<file path="config.mk">
export PLATFORM = sky130hd
export DESIGN_NAME = gpu_rect_fill
export DESIGN_NICKNAME = d
export VERILOG_FILES = /design/src/rtl/gpu_rect_fill.sv
export SDC_FILE = /design/constraint.sdc
export NUM_CORES = 1
export LEC_CHECK = 0
export BUFFER_PORTS_ARGS = -buffer_cell sky130_fd_sc_hd__buf_2
export CORE_UTILIZATION = 60
export DETAILED_ROUTE_END_ITERATION = 10
export HOLD_SLACK_MARGIN = 0.12
export PLACE_DENSITY = 0.88
export REMOVE_ABC_BUFFERS = 1
export SLEW_MARGIN = 40
export SYNTH_ARGS = -nofsm -noshare
export SYNTH_HDL_FRONTEND = slang
export SYNTH_SLANG_ARGS = --single-unit
export TNS_END_PERCENT = 5
</file>
<file path="constraint.sdc">
create_clock -name Clk -period 5.7 [get_ports Clk]
set_input_delay 0.285 -clock Clk [delete_from_list [all_inputs] [get_ports Clk]]
set_output_delay 0.285 -clock Clk [all_outputs]
set_load 0.005 [all_outputs]
</file>
<file path="src/rtl/gpu_rect_fill.sv">
// gpu_rect_fill: fills an axis-aligned rectangle in a grey-level frame buffer.
// Each pixel is visited in raster order. An on-screen pixel takes a read phase
// of RD_LAT cycles followed by a one-cycle write. An off-screen pixel takes a
// single skip cycle and issues no access. A one-cycle done pulse ends the command.
//
// Ports:
//   Clk, Reset            sole clock; synchronous active-high reset
//   cmd_valid/cmd_ready   command handshake (ready only while idle)
//   cmd_x0/y0/w/h/color   rectangle origin, size (0 = empty) and grey level
//   gpu_access            frame-buffer port request (read and write phases)
//   gpu_x/gpu_y           current pixel coordinate
//   gpu_data/gpu_we       write value and one-cycle write strobe
//   busy/done             command in progress / completion pulse
//
// state  | meaning
// IDLE   | waiting for a command, cmd_ready high
// READ   | RD_LAT cycles presenting the cursor for a read
// WRITE  | one-cycle write of the latched colour at the cursor
// SKIP   | one cycle for an off-screen pixel, no access
// DONE   | one-cycle completion pulse
module gpu_rect_fill #(
  parameter int H_RES  = 640,
  parameter int V_RES  = 480,
  parameter int RD_LAT = 2
) (
  input  logic       Clk,
  input  logic       Reset,
  input  logic       cmd_valid,
  output logic       cmd_ready,
  input  logic [9:0] cmd_x0,
  input  logic [9:0] cmd_y0,
  input  logic [9:0] cmd_w,
  input  logic [9:0] cmd_h,
  input  logic [3:0] cmd_color,
  output logic       gpu_access,
  output logic [9:0] gpu_x,
  output logic [9:0] gpu_y,
  output logic [3:0] gpu_data,
  output logic       gpu_we,
  output logic       busy,
  output logic       done
);

  typedef enum logic [2:0] {S_IDLE, S_READ, S_WRITE, S_SKIP, S_DONE} state_t;

  localparam logic [2:0]  RD_LOAD = 3'(RD_LAT - 1);
  localparam logic [10:0] H_LIM   = 11'(H_RES);
  localparam logic [10:0] V_LIM   = 11'(V_RES);

  // Cursor and end coordinates are 11 bits so a rectangle running past 1023
  // stays off-screen instead of wrapping back to low columns/rows.
  function automatic logic in_bounds(input logic [10:0] x, input logic [10:0] y);
    return (x < H_LIM) && (y < V_LIM);
  endfunction

  state_t      state_q, state_d;
  logic [2:0]  cnt_q, cnt_d;
  logic [10:0] cx_q, cx_d, cy_q, cy_d;
  logic [10:0] x0_q, x0_d, x_end_q, x_end_d, y_end_q, y_end_d;
  logic [3:0]  color_q, color_d;

  logic        cmd_ready_q, cmd_ready_d;
  logic        busy_q, busy_d;
  logic        done_q, done_d;
  logic        gpu_access_q, gpu_access_d;
  logic        gpu_we_q, gpu_we_d;
  logic [9:0]  gpu_x_q, gpu_x_d, gpu_y_q, gpu_y_d;
  logic [3:0]  gpu_data_q, gpu_data_d;

  always_comb begin
    state_d = state_q;
    cnt_d   = cnt_q;
    cx_d    = cx_q;
    cy_d    = cy_q;
    x0_d    = x0_q;
    x_end_d = x_end_q;
    y_end_d = y_end_q;
    color_d = color_q;

    unique case (state_q)
      S_IDLE: begin
        if (cmd_valid) begin
          x0_d    = {1'b0, cmd_x0};
          cx_d    = {1'b0, cmd_x0};
          cy_d    = {1'b0, cmd_y0};
          x_end_d = {1'b0, cmd_x0} + {1'b0, cmd_w} - 11'd1;
          y_end_d = {1'b0, cmd_y0} + {1'b0, cmd_h} - 11'd1;
          color_d = cmd_color;
          cnt_d   = RD_LOAD;
          if (cmd_w == 10'd0 || cmd_h == 10'd0) begin
            state_d = S_DONE;
          end else begin
            state_d = in_bounds(cx_d, cy_d) ? S_READ : S_SKIP;
          end
        end
      end
      S_READ: begin
        if (cnt_q == 3'd0) begin
          state_d = S_WRITE;
        end else begin
          cnt_d = cnt_q - 3'd1;
        end
      end
      S_WRITE, S_SKIP: begin
        if (cx_q == x_end_q && cy_q == y_end_q) begin
          state_d = S_DONE;
        end else begin
          if (cx_q == x_end_q) begin
            cx_d = x0_q;
            cy_d = cy_q + 11'd1;
          end else begin
            cx_d = cx_q + 11'd1;
          end
          cnt_d   = RD_LOAD;
          state_d = in_bounds(cx_d, cy_d) ? S_READ : S_SKIP;
        end
      end
      S_DONE:  state_d = S_IDLE;
      default: state_d = S_IDLE;
    endcase

    // Outputs are decoded from the next state and registered alongside it.
    cmd_ready_d  = (state_d == S_IDLE);
    busy_d       = (state_d != S_IDLE);
    done_d       = (state_d == S_DONE);
    gpu_access_d = (state_d == S_READ) || (state_d == S_WRITE);
    gpu_we_d     = (state_d == S_WRITE);
    gpu_x_d      = cx_d[9:0];
    gpu_y_d      = cy_d[9:0];
    gpu_data_d   = color_d;
  end

  always_ff @(posedge Clk) begin
    if (Reset) begin
      state_q      <= S_IDLE;
      cnt_q        <= 3'd0;
      cx_q         <= 11'd0;
      cy_q         <= 11'd0;
      x0_q         <= 11'd0;
      x_end_q      <= 11'd0;
      y_end_q      <= 11'd0;
      color_q      <= 4'd0;
      cmd_ready_q  <= 1'b1;
      busy_q       <= 1'b0;
      done_q       <= 1'b0;
      gpu_access_q <= 1'b0;
      gpu_we_q     <= 1'b0;
      gpu_x_q      <= 10'd0;
      gpu_y_q      <= 10'd0;
      gpu_data_q   <= 4'd0;
    end else begin
      state_q      <= state_d;
      cnt_q        <= cnt_d;
      cx_q         <= cx_d;
      cy_q         <= cy_d;
      x0_q         <= x0_d;
      x_end_q      <= x_end_d;
      y_end_q      <= y_end_d;
      color_q      <= color_d;
      cmd_ready_q  <= cmd_ready_d;
      busy_q       <= busy_d;
      done_q       <= done_d;
      gpu_access_q <= gpu_access_d;
      gpu_we_q     <= gpu_we_d;
      gpu_x_q      <= gpu_x_d;
      gpu_y_q      <= gpu_y_d;
      gpu_data_q   <= gpu_data_d;
    end
  end

  assign cmd_ready  = cmd_ready_q;
  assign busy       = busy_q;
  assign done       = done_q;
  assign gpu_access = gpu_access_q;
  assign gpu_we     = gpu_we_q;
  assign gpu_x      = gpu_x_q;
  assign gpu_y      = gpu_y_q;
  assign gpu_data   = gpu_data_q;

endmodule

</file>
==> results.cfg <==
[synthesis]
synth_compound_area_frac = 0.1893
synth-adder-area-share = 0.1100
synth_largest_area_cell = dfxtp_1
synth_top_family_by_area = simple AND/OR/NAND/NOR gates
synth_area_um2 = 5141
synth-edff-count = 0
ys_seq_area_frac = 0.2687
synthCells = 680
synthSimpleGateAreaFrac = 0.2098
synth.mux.area_fraction = 0.02458
async_reset_ff_frac = 0
ys_types = 65
synth-seq-cells = 69
synth_xor_area_frac = 0.06766
ys.flop_type = dfxtp_1
syn_area_per_cell_um2 = 7.561
yosysWarnings = 0
yosys.area.top_type_share = 0.2687
synth_area_leaders = dfxtp_1, ha_1, inv_1, a21oi_1, nand2_1

[timing]
finalCritPeriodShare = 0.5294
maxSlewViolCount = 0
setup_tns_ns = 0
hold_viol = 0
rsz0062_at_grt = no
max_clock_freq_mhz = 331.4
min_period_ns = 3.018
skew_ns = 0.01284
setup_violations = 0
tightest_slew_ns = 0.7050
relSlewSlack = 0.5274

[floorplanning]
initial_core_util = 0.6226
core_um2 = 8258
rows = 33
die-width_um = 94.57
die-area_um2 = 8943
ios = 76
dieHeight_um = 94.57

[global_routing]
grt_pass1_wl_mm = 21.20
grt_pass1_vias = 4709
antenna_found_initial = 0
groute.usage.overall = 0.3038
grt-ovfl-total = 0
grt_max_degree = 62

[power]
p_int_mw = 1.058
combPwrFrac = 0.394
p_clk_frac = 0.227
netSwitchingFraction = 0.4010
switching_power_mw = 0.7083
p_leak_nw = 2.557
peakVddDrop_v = 0.0002222
p_per_area_nw_per_um2 = 318.2
total_power_mw = 1.766
seq_power_share = 0.379

[worst_setup_path]
worst_ep_required_time_ns = 5.95
cp_slowest_cell = or3_2
rrSetupSlack_ns = 2.68
end_kind = flop
cp-start-kind = flop
cp.arrival_ns = 3.27
crit_family = compound AO/OA/AOI/OAI gates
crit_buf_inv = 0
crit_chain = xnor2_2 > nand4_2 > or3_2 > o31ai_4 > a211oi_1 > a2111oi_2
setup.worst_path.class = reg -> reg
cp_max_fo = 27
slowest_delay_ns = 0.83

[finish]
design_area_um2 = 5552
final_common_cell = inv_1
syn_to_final_growth_pct = 7.982
layout_common_cells = inv_1, buf_2, dfxtp_1, nand2_1, a21oi_1
nets = 806
num_antenna_cells = 0
drive_above_1_share = 0.1653
fillerInstances = 715

[routing]
dr.pass1.iters = 5
wl_per_cell_um = 15.88
first_iter_violations = 312
wl_mm = 13.11
ant_nets = 0
vias_per_cell = 6.023
via_count = 4969
drc = 0

[clocking]
tritoncts = done
postCtsSetupBuffers = 0
clock_path_buffers = 2
cts_buffers = 9
cts-root-buf = clkbuf_8
insertion_delay_ns = 0.35
clock-sinks = 69
cts_resized = 0
cts.clk_slew.worst_paths_ns = 0.07
htree_levels = 3
cts_hold_buf = 0

[hold_path]
hp-class = in -> reg

[place]
postPlaceCellArea_um2 = 5358
io_buffers = 75
gp_congestion = 0.9473
dp_hpwl_mm = 9.616

[run]
maxCapViolations = 0

[run_status]
status = finished clean
## worst register-to-register path: stages (launching register included)
cell       delay [ns]
dfxtp_1          0.52
xnor2_2          0.17
nand4_2          0.23
or3_2            0.83
o31ai_4          0.63
a211oi_1         0.19
a2111oi_2        0.35
## power by group through the flow
| stage | sequential [mW] | clock, mW | combinational [mW] |
|---|---|---|---|
| finish | 0.669 | 0.401 | 0.697 |
| CTS | 0.667 | 0.397 | 0.687 |
| global placement | 0.669 | 0 | 0.655 |
| floorplan | 0.657 | 0 | 0.481 |
| global route | 0.679 | 0.421 | 0.769 |
| detailed placement | 0.677 | 0 | 0.682 |
## layout make-up
cell class,instances,area [µm²],area share
Sequential cell,69,1381,0.2488
Clock buffer,12,145.1,0.02614
Multi-Input combinational cell,465,3099,0.5583
Clock inverter,4,47.55,0.008564
Inverter,91,341.6,0.06153
Timing Repair Buffer,79,405.4,0.07302
Tap cell,105,131.4,0.02366
## Yosys cell counts, drive strengths merged (2+ instances only)
cell type  instances
xor2              18
nor3b              2
nand3             25
o21a               4
or3                6
ha                42
o32ai              2
fa                 2
a31oi             14
mux2i              7
nor3              27
a211o              2
or2                3
a211oi            13
and4               2
nor4              14
inv               90
xnor2             20
nand4              7
o31ai              6
mux2               5
dfxtp             69
clkbuf            25
a2111oi            3
a21boi             2
nand2             62
nor2              46
o21ai             30
and3               5
nor2b              6
nand2b             3
a31o               5
a21oi             55
buf               30
a21o               4
nor4b              6
o211ai             4
## state kept, by name (all words and copies together), names as in the netlist
signal	count
x0_q	10
state_q	3
cx_q	11
gpu_access	1
cmd_ready	1
y_end_q	11
x_end_q	11
cy_q	11
gpu_data	4
gpu_we	1
cnt_q	3
busy	1
done	1
## metrics by stage
step,utilization,hold slack [ns],std cells,setup slack [ns]
after floorplan,-,0.3541,625,3.118
after global placement,0.6483,0.4403,809,2.778
after detailed placement,0.6488,0.4486,809,2.768
after CTS,0.6721,0.1687,825,2.760
after global routing,0.6723,0.1662,825,2.598
final,0.6723,0.1659,825,2.682
## final timing paths
kind | start | to | cells after the start
worst max-delay path | cx_q[2] | cx_q[0] | 6
worst min-delay path | cmd_color[0] | gpu_data[0] | 3
worst max register to register | cx_q[2] | cx_q[0] | 6
worst min register to register | x0_q[2] | x0_q[2] | 2
## kinds of logic (layout without fill, tap and decap cells)
logic type | after synthesis | after routing
muxes | 12 | 12
AOI/OAI and AO/OA | 153 | 153
DFF | 69 | 69
and+or+nand+nor | 218 | 218
adders and majority gates | 44 | 44
xor gates and xnor gates | 38 | 38
buffers and inverters | 146 | 186
## per-layer routing
metal | global-route usage | part of all wire | vias up
met5 | 0 | 0 | -
met4 | 0.1465 | 0.032 | 0
met3 | 0.07327 | 0.081 | 42
met2 | 0.5344 | 0.49 | 219
met1 | 0.3433 | 0.40 | 2318
li1 | - | - | 2390
Note: power is estimated with default switching activity, not from simulation.
